## src/rtl/pipe_mem_pkg.sv

```systemverilog
// Shared types for the IF/MEM memory port arbiter.
package pipe_mem_pkg;
  typedef enum logic {IDLE = 1'b0, BUSY = 1'b1} state_t;
  typedef enum logic {GRANT_IF = 1'b0, GRANT_MEM = 1'b1} grant_t;
  localparam int CNT_W = 4;
endpackage

```

## src/rtl/mem_wait_counter.sv

```systemverilog
// Access wait counter: loads LATENCY-1 on issue, counts down while busy, flags zero.
module mem_wait_counter
  import pipe_mem_pkg::*;
(
  input  logic             clk,
  input  logic             rst,
  input  logic             i_load,
  input  logic [CNT_W-1:0] i_load_val,
  input  logic             i_dec,
  output logic             o_zero
);
  logic [CNT_W-1:0] r_cnt;

  always_ff @(posedge clk or posedge rst) begin
    if (rst)                       r_cnt <= '0;
    else if (i_load)               r_cnt <= i_load_val;
    else if (i_dec && r_cnt != '0) r_cnt <= r_cnt - 1'b1;
  end

  assign o_zero = (r_cnt == '0);
endmodule

```

## src/rtl/mem_port_arbiter.sv

```systemverilog
// Shares one fixed-latency memory port between IF and MEM, alternating grants and
// latching finished results so a stalled stage is never re-issued.
module mem_port_arbiter
  import pipe_mem_pkg::*;
#(
  parameter int ADDR_W  = 32,
  parameter int DATA_W  = 32,
  parameter int LATENCY = 2
) (
  input  logic              clk,
  input  logic              rst,
  input  logic              if_req,
  input  logic [ADDR_W-1:0] if_addr,
  output logic [DATA_W-1:0] if_rdata,
  output logic              if_ok,
  input  logic              mem_read,
  input  logic              mem_write,
  input  logic [ADDR_W-1:0] mem_addr,
  input  logic [DATA_W-1:0] mem_wdata,
  output logic [DATA_W-1:0] mem_rdata,
  output logic              mem_ok,
  output logic              m_en,
  output logic              m_we,
  output logic [ADDR_W-1:0] m_addr,
  output logic [DATA_W-1:0] m_wdata,
  input  logic [DATA_W-1:0] m_rdata,
  output logic              stall,
  output logic              flush_wb
);
  state_t            r_state, w_state_nxt;
  grant_t            r_last_grant;
  logic              r_mem_done, r_if_done;
  logic [DATA_W-1:0] r_mem_hold, r_if_hold, r_acc_wdata;
  logic [ADDR_W-1:0] r_acc_addr;
  logic              r_acc_we;
  logic w_mreq, w_ireq, w_gnt_mem, w_gnt_if, w_issue, w_cnt_zero;
  logic w_complete, w_mem_ready, w_if_ready;

  assign w_mreq    = (mem_read | mem_write) & ~r_mem_done;
  assign w_ireq    = if_req & ~r_if_done;
  // MEM wins a tie unless it took the previous grant; nothing starts while in reset
  assign w_gnt_mem = ~rst & (r_state == IDLE) & w_mreq & (~w_ireq | (r_last_grant != GRANT_MEM));
  assign w_gnt_if  = ~rst & (r_state == IDLE) & w_ireq & ~w_gnt_mem;
  assign w_issue   = w_gnt_mem | w_gnt_if;

  assign w_complete  = (r_state == BUSY) & w_cnt_zero;
  assign w_mem_ready = w_complete & (r_last_grant == GRANT_MEM);
  assign w_if_ready  = w_complete & (r_last_grant == GRANT_IF);

  mem_wait_counter u_wait (
    .clk        (clk),
    .rst        (rst),
    .i_load     (w_issue),
    .i_load_val (CNT_W'(LATENCY - 1)),
    .i_dec      (r_state == BUSY),
    .o_zero     (w_cnt_zero)
  );

  always_ff @(posedge clk or posedge rst) begin
    if (rst) r_state <= IDLE;
    else     r_state <= w_state_nxt;
  end

  always_comb begin
    w_state_nxt = r_state;
    case (r_state)
      IDLE:    if (w_issue)    w_state_nxt = BUSY;
      BUSY:    if (w_cnt_zero) w_state_nxt = IDLE;
      default: w_state_nxt = IDLE;
    endcase
  end

  always_comb begin
    m_en    = 1'b0;
    m_we    = (r_state == BUSY) & r_acc_we;
    m_addr  = r_acc_addr;
    m_wdata = r_acc_wdata;
    if (w_gnt_mem) begin
      m_en    = 1'b1;
      m_we    = mem_write;
      m_addr  = mem_addr;
      m_wdata = mem_wdata;
    end else if (w_gnt_if) begin
      m_en    = 1'b1;
      m_we    = 1'b0;
      m_addr  = if_addr;
      m_wdata = '0;
    end
  end

  assign mem_ok    = w_mem_ready | r_mem_done;
  assign if_ok     = w_if_ready  | r_if_done;
  assign mem_rdata = r_mem_done ? r_mem_hold : m_rdata;
  assign if_rdata  = r_if_done  ? r_if_hold  : m_rdata;
  assign stall     = ((mem_read | mem_write) & ~mem_ok) | (if_req & ~if_ok);
  assign flush_wb  = stall;

  always_ff @(posedge clk or posedge rst) begin
    if (rst) begin
      r_last_grant <= GRANT_IF;
      r_acc_addr   <= '0;
      r_acc_we     <= 1'b0;
      r_acc_wdata  <= '0;
      r_mem_done   <= 1'b0;
      r_if_done    <= 1'b0;
      r_mem_hold   <= '0;
      r_if_hold    <= '0;
    end else begin
      if (w_issue) begin
        r_acc_addr   <= m_addr;
        r_acc_we     <= m_we;
        r_acc_wdata  <= m_wdata;
        r_last_grant <= w_gnt_mem ? GRANT_MEM : GRANT_IF;
      end
      // results survive only while the pipeline is frozen
      if (!stall) begin
        r_mem_done <= 1'b0;
        r_if_done  <= 1'b0;
      end else begin
        if (w_mem_ready) begin
          r_mem_done <= 1'b1;
          r_mem_hold <= m_rdata;
        end
        if (w_if_ready) begin
          r_if_done <= 1'b1;
          r_if_hold <= m_rdata;
        end
      end
    end
  end
endmodule

```

## config.mk

```make
export PLATFORM = sky130hd
export DESIGN_NAME = mem_port_arbiter
export DESIGN_NICKNAME = d
export VERILOG_FILES = /design/src/rtl/pipe_mem_pkg.sv /design/src/rtl/mem_wait_counter.sv /design/src/rtl/mem_port_arbiter.sv
export SDC_FILE = /design/constraint.sdc
export NUM_CORES = 1
export LEC_CHECK = 0
export BUFFER_PORTS_ARGS = -buffer_cell sky130_fd_sc_hd__buf_2
export CORE_MARGIN = 2
export CORE_UTILIZATION = 35
export CTS_BUF_LIST = sky130_fd_sc_hd__clkbuf_2 sky130_fd_sc_hd__clkbuf_4 sky130_fd_sc_hd__clkbuf_8
export DETAILED_ROUTE_END_ITERATION = 10
export MAX_ROUTING_LAYER = met4
export SLEW_MARGIN = 20
export SYNTH_ARGS = -nofsm -noshare
export SYNTH_HDL_FRONTEND = slang
export SYNTH_HIERARCHICAL = 1
export SYNTH_SLANG_ARGS = --single-unit
export TNS_END_PERCENT = 100
```

## constraint.sdc

```tcl
create_clock -name clk -period 5.15 [get_ports clk]
set_clock_uncertainty 0.1 [all_clocks]
set_input_delay 0.7725 -clock clk [delete_from_list [all_inputs] [get_ports clk]]
set_output_delay 0.7725 -clock clk [all_outputs]
set_load 0.05 [all_outputs]
```

Yosys cells after proc, flatten, opt, wreduce, memory -nomap -nowiden
Cells that the tools add are included.
Widths: inputs -> output; s select.
{ "totals": {"regBits": 137, "latchBits": 0, "ramBits": 0, "romBits": 0, "input_bits": 133, "output_inout_bits": 134, "memories": 0} }
{ "classes": {"add_sub_neg": 1, "multipliers": 0, "div": 0, "n_lt_le_gt_ge": 0, "eq_ne": 2, "shifts": 0, "muxes": 20, "bitwise": 28, "n_reduce_logical": 6} }
{ "op_table": {"columns": ["op", "n"], "rows": [
  ["$mux 32", 6],
  ["$and 1x1->1", 13],
  ["$mux 1", 11],
  ["$not 1->1", 9],
  ["$mux 4", 2],
  ["$or 1x1->1", 6],
  ["$logic_not 4->1", 1],
  ["$ne 2x1->1 const B", 2],
  ["$reduce_and 2->1", 2],
  ["$reduce_bool 4->1", 1],
  ["$sub 4x1->4 const B", 1],
  ["$pmux 1 s2", 1],
  ["$reduce_bool 2->1", 1],
  ["$logic_and 1x1->1", 1]
]} }

Depth between registers and ports, before layout
Gate-level depths: netlist of run 1.
{ "logic_depth": {"depth_word": 10, "ltp_mapped": 10, "mapped_depth_nobuf": 7} }

Cells and area by module
The synthesis of run 1 kept the hierarchy.
{ "by_module_without_submodules": {"columns": ["mod", "n_inst", "cells_per_inst", "area_per_inst_um2", "seq_area_each_um2"], "rows": [
  ["mem_port_arbiter", 1, 554, 7235.7, 3328.2],
  ["mem_wait_counter", 1, 28, 261.5, 100.1]
]} }

Least setup slack after synthesis of run 1
Ideal clock, no wire load.
{ "synth_timing": {"path_kind": "input to output", "from": "input port mem_write", "to": "output port m_we", "t_arrival_ns": 2.874, "setup_slack_ns": 1.403, "stages": 6, "n_path_buf": 3, "path_cell_list": "o21bai_4 > or4b_1 > buf_2 > buf_6 > buf_2 > o21ai_0"} }
{ "synth_between": {"elab_chain_cells": 8} }
{ "synth_lines": {"columns": ["element", "line", "text"], "rows": [
  ["start, declared", "mem_port_arbiter.sv:17", "input logic mem_write,"],
  ["$or 1x1->1", "mem_port_arbiter.sv:39", "assign w_mreq = (mem_read | mem_write) & ~r_mem_done;"],
  ["$and 1x1->1", "mem_port_arbiter.sv:39", null],
  ["$and 1x1->1 (2 in a row)", "mem_port_arbiter.sv:42", "assign w_gnt_mem = ~rst & (r_state == IDLE) & w_mreq & (~w_ireq | (r_last_grant != GRANT_MEM));"],
  ["$not 1->1", "mem_port_arbiter.sv:43", "assign w_gnt_if = ~rst & (r_state == IDLE) & w_ireq & ~w_gnt_mem;"],
  ["$and 1x1->1", "mem_port_arbiter.sv:43", null],
  ["$mux 1", "mem_port_arbiter.sv:83", "end else if (w_gnt_if) begin"],
  ["$mux 1 *", "mem_port_arbiter.sv:78", "if (w_gnt_mem) begin"],
  ["end, declared", "mem_port_arbiter.sv:23", "output logic m_we,"]
]} }
Mark *: on every way between the ends. The rest lies on a longest branch, timed or not.

Worst setup path in the final report of run 1
{ "layout_timing": {"from": "register r_if_done", "to": "output port m_wdata[0]"} }
{ "layout_between": {"elab_chain_cells": 9, "word_cells_on_any_way": 10} }
{ "layout_lines": {"columns": ["element", "line", "text"], "rows": [
  ["start, declared", "mem_port_arbiter.sv:32", "logic r_mem_done, r_if_done;"],
  ["start signal, assigned", "mem_port_arbiter.sv:105", "r_if_done <= 1'b0;"],
  ["start signal, assigned", "mem_port_arbiter.sv:118", "r_if_done <= 1'b0;"],
  ["start signal, assigned", "mem_port_arbiter.sv:125", "r_if_done <= 1'b1;"],
  ["$not 1->1 *", "mem_port_arbiter.sv:40", "assign w_ireq = if_req & ~r_if_done;"],
  ["$and 1x1->1 *", "mem_port_arbiter.sv:40", null],
  ["$not 1->1", "mem_port_arbiter.sv:42", null],
  ["$or 1x1->1", "mem_port_arbiter.sv:42", null],
  ["$and 1x1->1", "mem_port_arbiter.sv:42", null],
  ["$not 1->1", "mem_port_arbiter.sv:43", null],
  ["$and 1x1->1", "mem_port_arbiter.sv:43", null],
  ["$mux 32", "mem_port_arbiter.sv:83", null],
  ["$mux 32 *", "mem_port_arbiter.sv:78", null],
  ["end, declared", "mem_port_arbiter.sv:25", "output logic [DATA_W-1:0] m_wdata,"]
]} }
Marked as above.

==> impl_results.md, run 1 <==
- Outcome: completed
- YS warnings: 6
- Die area: 0.02261 mm²
- Core area: 0.02102 mm²
- Actual slew at the worst max-slew pin: 949.3 ps
- Arr. time, crit path: 3300 ps
- Worst setup EP type: output pin
- Syn Inst Count: 582
- CTS sink cnt: 137
- Commonest non-fill, non-tap cell in the layout: buf_2
- Max-Cap Viols: 0
- Min-Delay Path Class: in2async
- Std-Cell Rows: 53
- Initial Utilization: 0.3566
- Cell internal pwr: 0.003478 W
- Post-synthesis cell type count: 35
- Htree depth: 4
- Total gr overflow: 0
- Unrepaired setup endpoints after global routing: false
- CTS tree: yes
- Final setup vio count: 0
- GRT Overall Usage: 0.1512
- Crit path buffers/inverters: 3
- Largest net degree at the start of global routing: 103
- Drt first pass iters: 4
- Clk Latency, worst-skew pair: 430 ps
- Levels on crit path: 6
- Die Wd: 150.4 µm
- Sequential power share: 0.275
- Slowest stage delay, CP: 820 ps
- F_max: 0.2398 GHz
- Min Tclk post-route: 4171 ps
- Root Buffer: clkbuf_8
- First-pass GRT wire length: 26.04 mm
- Reg2reg path depth: 5
- Final setup TNS: 0 ps
- Max clock buf depth: 2
- Final Cycle Share: 0.8099
- Iter 0 DRT Violations: 157
- Power share of the combinational group: 0.574
- Hold buffer count at CTS: 0
- Vias in the first global route: 5154
- Setup CP Type: reg2out
- CTS Buf Count: 17
- Via Count: 5300
- Most frequent CP cell: buf_4
- Clk slew on worst S/H paths: 80 ps
- VDD IR max: 0.2898 mV
- PostCTS Resize Cnt: 0
- GPL Wtd Cong: 0.7245
- Final WL: 17.21 mm
- Post-CTS setup buffers: 0
- Post-synthesis sequential area ratio: 0.4573
- Port Buffers: 266
- NetSw: 0.003090 W
- Worst path required time: 4280 ps
- Final Hold Fails: 0
- Yosys reg bits: 137
- Sw Ratio: 0.4704
- Cell Area, Synth: 0.007497 mm²
- Syn Area/Cell: 12.88 µm²
- Die height: 150.4 µm
- Pleak: 5.069 nW
- Drt via density: 4.690
- # IOs: 267
- Initial antenna violation count: 3
- Pwr dens: 689.8 mW/mm²
- # nets final: 974
- Most frequent cells in the layout: buf_2, mux2_2, dfrtp_1
- Total power: 0.006568 W
- Hpwl dp: 11.95 mm
- Critical-path top delay cell: or4b_4
- Routed WL per cell: 15.23 µm
- Clock group share of total power: 0.152
- DRT antenna net count: 0
- DRC Markers: 0
- Crit path max fanout: 52
- Slew headroom: 0.3671
- Layout cells sized above 1: 0.6350
- Critical-path cell list: buf_4 -> nand3b_1 -> or4b_4 -> buf_4 -> mux2i_1 -> buf_2
- Area Overhead vs Synth: 27.00%
- FILL cells: 1994
- Crit path max-delay family: buffers and inverters
- Setup crit start kind: flip-flop
- Max-slew violation count: 0
-- final cells by class --
| cell class | instances | area [µm²] | share of cell area |
|---|---|---|---|
| Clock inverter | 13 | 192.7 | 0.02024 |
| Antenna cell | 3 | 7.507 | 0.0007884 |
| Multi-Input combinational cell | 370 | 3735 | 0.3922 |
| Clock buffer | 18 | 247.7 | 0.02602 |
| Timing Repair Buffer | 276 | 1419 | 0.1490 |
| Sequential cell | 137 | 3428 | 0.3601 |
| Inverter | 38 | 147.6 | 0.01551 |
| Tap cell | 275 | 344.1 | 0.03614 |
-- cell families (layout without fill, tap and decap cells) --
| group | Yosys count | count (layout) | synth area share |
|---|---|---|---|
| fa+ha+maj | 1 | 1 | 0.001669 |
| flops | 137 | 137 | 0.4573 |
| buf+inv | 77 | 345 | 0.04823 |
| other cells | 2 | 7 | 0.001002 |
| compound gates | 17 | 17 | 0.01652 |
| mux | 289 | 289 | 0.4352 |
| simple gates | 59 | 59 | 0.04005 |
-- flip-flops by register name, summed over array words and instances (netlist names) --
signal and count:
r_acc_addr 32, r_acc_wdata 32, r_acc_we 1, r_if_done 1, r_if_hold 32, r_last_grant 1, r_mem_done 1, r_mem_hold 32
r_state 1, u_wait/r_cnt 4
-- final timing paths --
kind	start	endpoint	slack [ps]
worst max register to register	r_state	u_wait/r_cnt[3]	2230
worst min register to register	r_mem_hold[8]	r_mem_hold[8]	410
min in group clk	r_mem_hold[8]	r_mem_hold[8]	410
worst min-delay path	rst	u_wait/r_cnt[1]	210
worst max-delay path	r_if_done	m_wdata[0]	980
max in group asynchronous	rst	r_if_hold[2]	3460
-- synthesized netlist by cell type --
master	instances	area (µm²)
ha_1	1	12.51
a221o_1	1	10.01
nand2b_1	3	18.77
mux2i_1	65	650.6
nand3b_1	1	7.510
nor4b_2	2	30.03
or3b_4	1	11.26
clkbuf_1	9	33.78
buf_6	5	56.30
o21ai_0	2	10.01
mux2_4	24	360.4
o41ai_1	1	8.760
o21bai_1	1	7.510
and4b_1	1	10.01
buf_4	4	30.03
a31o_1	1	8.760
nor3_1	2	10.01
buf_2	16	80.08
inv_1	38	142.6
nor3b_1	2	15.01
nand3_1	1	5.000
mux2_2	200	2252
conb_1	2	7.510
a2bb2oi_1	1	8.760
and3_4	1	11.26
or4b_1	2	20.02
a21oi_1	5	25.02
o21ai_1	2	10.01
nor2_1	2	7.510
a21boi_0	1	7.510
nand2_1	41	153.9
dfrtp_1	137	3428
o21bai_4	1	18.77
o31a_1	1	8.760
buf_1	5	18.77
-- through the flow --
step | worst slack (ps) | instances | utilization | hold WS (ps) | instance area [µm²]
3_3_place_gp | 1277 | 1096 | 0.4316 | 383.3 | 9074
5_1_grt | 793.2 | 1130 | 0.4529 | 193.7 | 9522
3_5_place_dp | 1282 | 1096 | 0.4316 | 389.6 | 9074
6_report | 979.1 | 1130 | 0.4529 | 208.8 | 9522
4_1_cts | 876.7 | 1127 | 0.4526 | 182.7 | 9514
2_1_floorplan | 723.1 | 584 | - | 375.0 | 7505
-- power groups by stage --
stage	clock network [W]	registers [W]	logic [W]
after floorplan	0	0.00175	0.00316
after global placement	0	0.00181	0.00378
after detailed placement	0	0.00182	0.00381
after CTS	0.00103	0.00181	0.00381
after global routing	0.00107	0.00186	0.00400
final	0.000996	0.00180	0.00377
-- metal layers --
metal / vias up / GRT usage / wire (µm)
met3: 6 / 0.05758 / 1595
met4: 0 / 0.02830 / 106
li1: 2573 / - / -
met5: - / - / 0
met1: 2544 / 0.1830 / 7529
met2: 177 / 0.2430 / 7981
Note: power is estimated with default switching activity, not from simulation.
==> run 2: changes to the inputs <==
ABC_AREA = 1   (was default)
clock period = 3.55 ns   (was 5.15 ns; I/O delays follow)
==> impl_results.md, run 2 <==
- Util after Layout: 0.4464 (-0.006547)
- # nets final: 1263 (+30%)
- Most numerous cell in the Yosys netlist: nand3_1
- Syn Inst Count: 894 (+54%)
- Critical Path Source: r_state
- Clk Latency, worst-skew pair: 430 ps (about the same)
- Clock group share of total power: 0.140 (-0.012)
- Worst Slack Setup Final: 249.2 ps (-729.9 ps)
- Min Tclk post-route: 3301 ps
- Die Wd: 146.9 µm (-2.3%)
- Drt first pass iters: 5 (+1)
- Power share of the combinational group: 0.579 (+0.005)
- F_max: 0.3030 GHz
- GPL Wtd Cong: 0.8112 (+12%)
- Max-slew violation count: 0 (unchanged)
- Asr flop ratio synth: 1.000 (unchanged)
- Root Buffer: clkbuf_8
- Final Hold Fails: 0 (unchanged)
- Die area: 0.02158 mm² (-4.5%)
- Hpwl dp: 13.93 mm (+17%)
- Crit path max fanout: 55 (+5.8%)
- GRT Overall Usage: 0.1949 (+0.04372)
- NetSw: 0.004979 W (+61%)
- Pleak: 4.806 nW (-5.2%)
- Post-synthesis sequential area ratio: 0.4796 (+0.02233)
- Htree depth: 4 (unchanged)
- CTS sink cnt: 137 (unchanged)
- CTS Buf Count: 17 (unchanged)
- Commonest non-fill, non-tap cell in the layout: buf_2
- Unrepaired setup endpoints after global routing: false
- DRC Markers: 0 (unchanged)
- Initial antenna violation count: 3 (unchanged)
- Worst setup EP type: output pin
- Actual slew at the worst max-slew pin: 672.8 ps (-276.5 ps)
- Sequential power share: 0.281 (+0.006)
- Top cell type's share of synthesized area: 0.4796 (+0.02233)
- # IOs: 267 (unchanged)
- Drt via density: 4.762 (+1.5%)
- Std-Cell Rows: 52 (-1.9%)
- DRT antenna net count: 0 (unchanged)
- Routed WL per cell: 14.04 µm (-7.8%)
- Most frequent cells in the layout: buf_2, nand3_1, nand2_1
- Ranking of synthesized cells by area: dfrtp_1, nand3_1, nand2_1
- Final setup TNS: 0 ps (unchanged)
- Post-synthesis cell type count: 29 (-17%)
- Syn Area/Cell: 7.996 µm² (-38%)
- Arr. time, crit path: 2670 ps (-630 ps)
- Yosys reg bits: 137 (unchanged)
- VDD IR max: 0.6219 mV (+110%)
- First-pass GRT wire length: 32.89 mm (+26%)
- Critical-path cell list: nor2_4 -> nand3_4 -> buf_12 -> o21ai_1 -> buf_2
- Critical-path top delay cell: dfrtp_1
- Place WS: 316.5 ps (-965.4 ps)
- Slowest stage delay, CP: 500 ps (-320 ps)
- Largest net degree at the start of global routing: 74 (-28%)
- Setup CP Type: reg2out
- Most common flop cell mapped by yosys: dfrtp_1
- Final setup vio count: 0 (unchanged)
- Post-synth EDFFs: 0 (unchanged)
- Vias in the first global route: 6488 (+26%)
- CTS tree: yes
- Final WL: 19.87 mm (+15%)
- Cell Area, Synth: 0.007148 mm² (-4.7%)
- Iter 0 DRT Violations: 359 (+130%)
- Port Buffers: 266 (unchanged)
- Initial Utilization: 0.3544 (-0.002241)
- Slew headroom: 0.5505 (+0.1834)
- Area Overhead vs Synth: 25.96%
- Outcome: completed
- Via Count: 6738 (+27%)
- Critical R2R Launch: r_state
- Layout cells sized above 1: 0.3222 (-0.3127)
- Worst path required time: 2920 ps (-1360 ps)
- Clk slew on worst S/H paths: 90 ps (about the same)
- Pwr dens: 1004 mW/mm² (+46%)
- Cell taking the most area after synthesis: dfrtp_1
- Final Cycle Share: 0.9298
- Min-Delay Path Class: in2async
- Max-Cap Viols: 0 (unchanged)
- Hold Slack: 116.7 ps (-92.10 ps)
- YS warnings: 6 (unchanged)
- Cell internal pwr: 0.004058 W (+17%)
- Setup crit start kind: flip-flop
- Sw Ratio: 0.5510 (+0.08051)
- Post-CTS setup buffers: 0 (unchanged)
- Commonest cells post-synth: nand3_1, nand2_1, dfrtp_1, o21ai_1, inv_1
- Die height: 146.9 µm (-2.3%)
- Total gr overflow: 0 (unchanged)
- Max clock buf depth: 2 (unchanged)
- Core area: 0.02017 mm² (-4.1%)
==> run 2: changes by cell type in the layout (fill, tap and decap cells not counted), moves of 32 or more <==
cell,previous run,this run
mux2_2,200,0
o21ai_1,2,99
nand2_1,41,156
nand4_1,0,32
o21ai_0,2,66
mux2i_1,65,0
nand3_1,1,196
nand2_2,0,33
inv_1,37,74
==> run 2: logic make-up (layout without fill, tap and decap cells) <==
| kind of cell | Yosys count | after routing | synth area share |
|---|---|---|---|
| flops | 137 | 137 | 0.4796 |
| other cells | 2 | 7 | 0.001051 |
| fa+ha+maj | 1 | 1 | 0.001750 |
| buf+inv | 149 | 395 | 0.09732 |
| simple gates | 438 | 438 | 0.3033 |
| compound gates | 167 | 167 | 0.1169 |
==> run 2: worst max-delay path, delay by kind of cell, from the launching register on <==
kind	cells	cell delay, ps
AOI/OAI and AO/OA	1	220
buffers and inverters	2	670
DFF	1	500
and+or+nand+nor	2	830
==> run 2: routing by layer <==
metal | part of all wire | vias up | GRT usage
met1 | 0.46 | 3003 | 0.2581
li1 | - | 3486 | -
met5 | 0 | - | -
met2 | 0.46 | 238 | 0.3016
met3 | 0.076 | 11 | 0.05311
met4 | 0.0083 | 0 | 0.04327
==> run 2: timing repair <==
item                       CTS  global route
hold buffers                 1             0
setup endpoints to repair   15            29
hold endpoints to repair     4             0
gates resized for setup      1             1
==> run 2: power groups by stage <==
stage	sequential, W	clock, W	combinational, W
6_report	0.00253	0.00127	0.00524
5_1_grt	0.00262	0.00138	0.00568
4_1_cts	0.00254	0.00131	0.00530
3_5_place_dp	0.00256	0	0.00529
3_3_place_gp	0.00255	0	0.00527
2_1_floorplan	0.00250	0	0.00425
==> run 2: worst paths after layout <==
| check | to | slack, ps | depth (start not counted) |
|---|---|---|---|
| worst max-delay path | m_wdata[19] | 250 | 5 |
| worst min-delay path | r_acc_wdata[12] | 120 | 2 |
| worst max register to register | u_wait/r_cnt[3] | 1120 | 9 |
| worst min register to register | r_mem_hold[30] | 380 | 2 |
| max in group asynchronous | r_if_hold[9] | 2370 | 3 |
| min in group clk | r_acc_wdata[14] | 230 | 3 |
==> run 2: final cells by class <==
| cell class | count | area, µm² |
|---|---|---|
| inverter | 82 | 317.8 |
| clock inverter | 14 | 138.9 |
| timing repair buffer | 281 | 1484 |
| multi-input combinational | 610 | 3039 |
| clock buffer | 18 | 247.7 |
| sequential | 137 | 3431 |
| antenna | 3 | 7.507 |
| tap | 270 | 337.8 |
| fill | 2096 | 11170 |
==> run 2: metrics by stage <==
stage | total power, W | cell area [µm²] | std cells
floorplan | 0.006752 | 7159 | 896
global placement | 0.007813 | 8594 | 1379
detailed placement | 0.007851 | 8594 | 1379
CTS | 0.009151 | 8994 | 1412
global route | 0.009686 | 9004 | 1415
finish | 0.009037 | 9004 | 1415
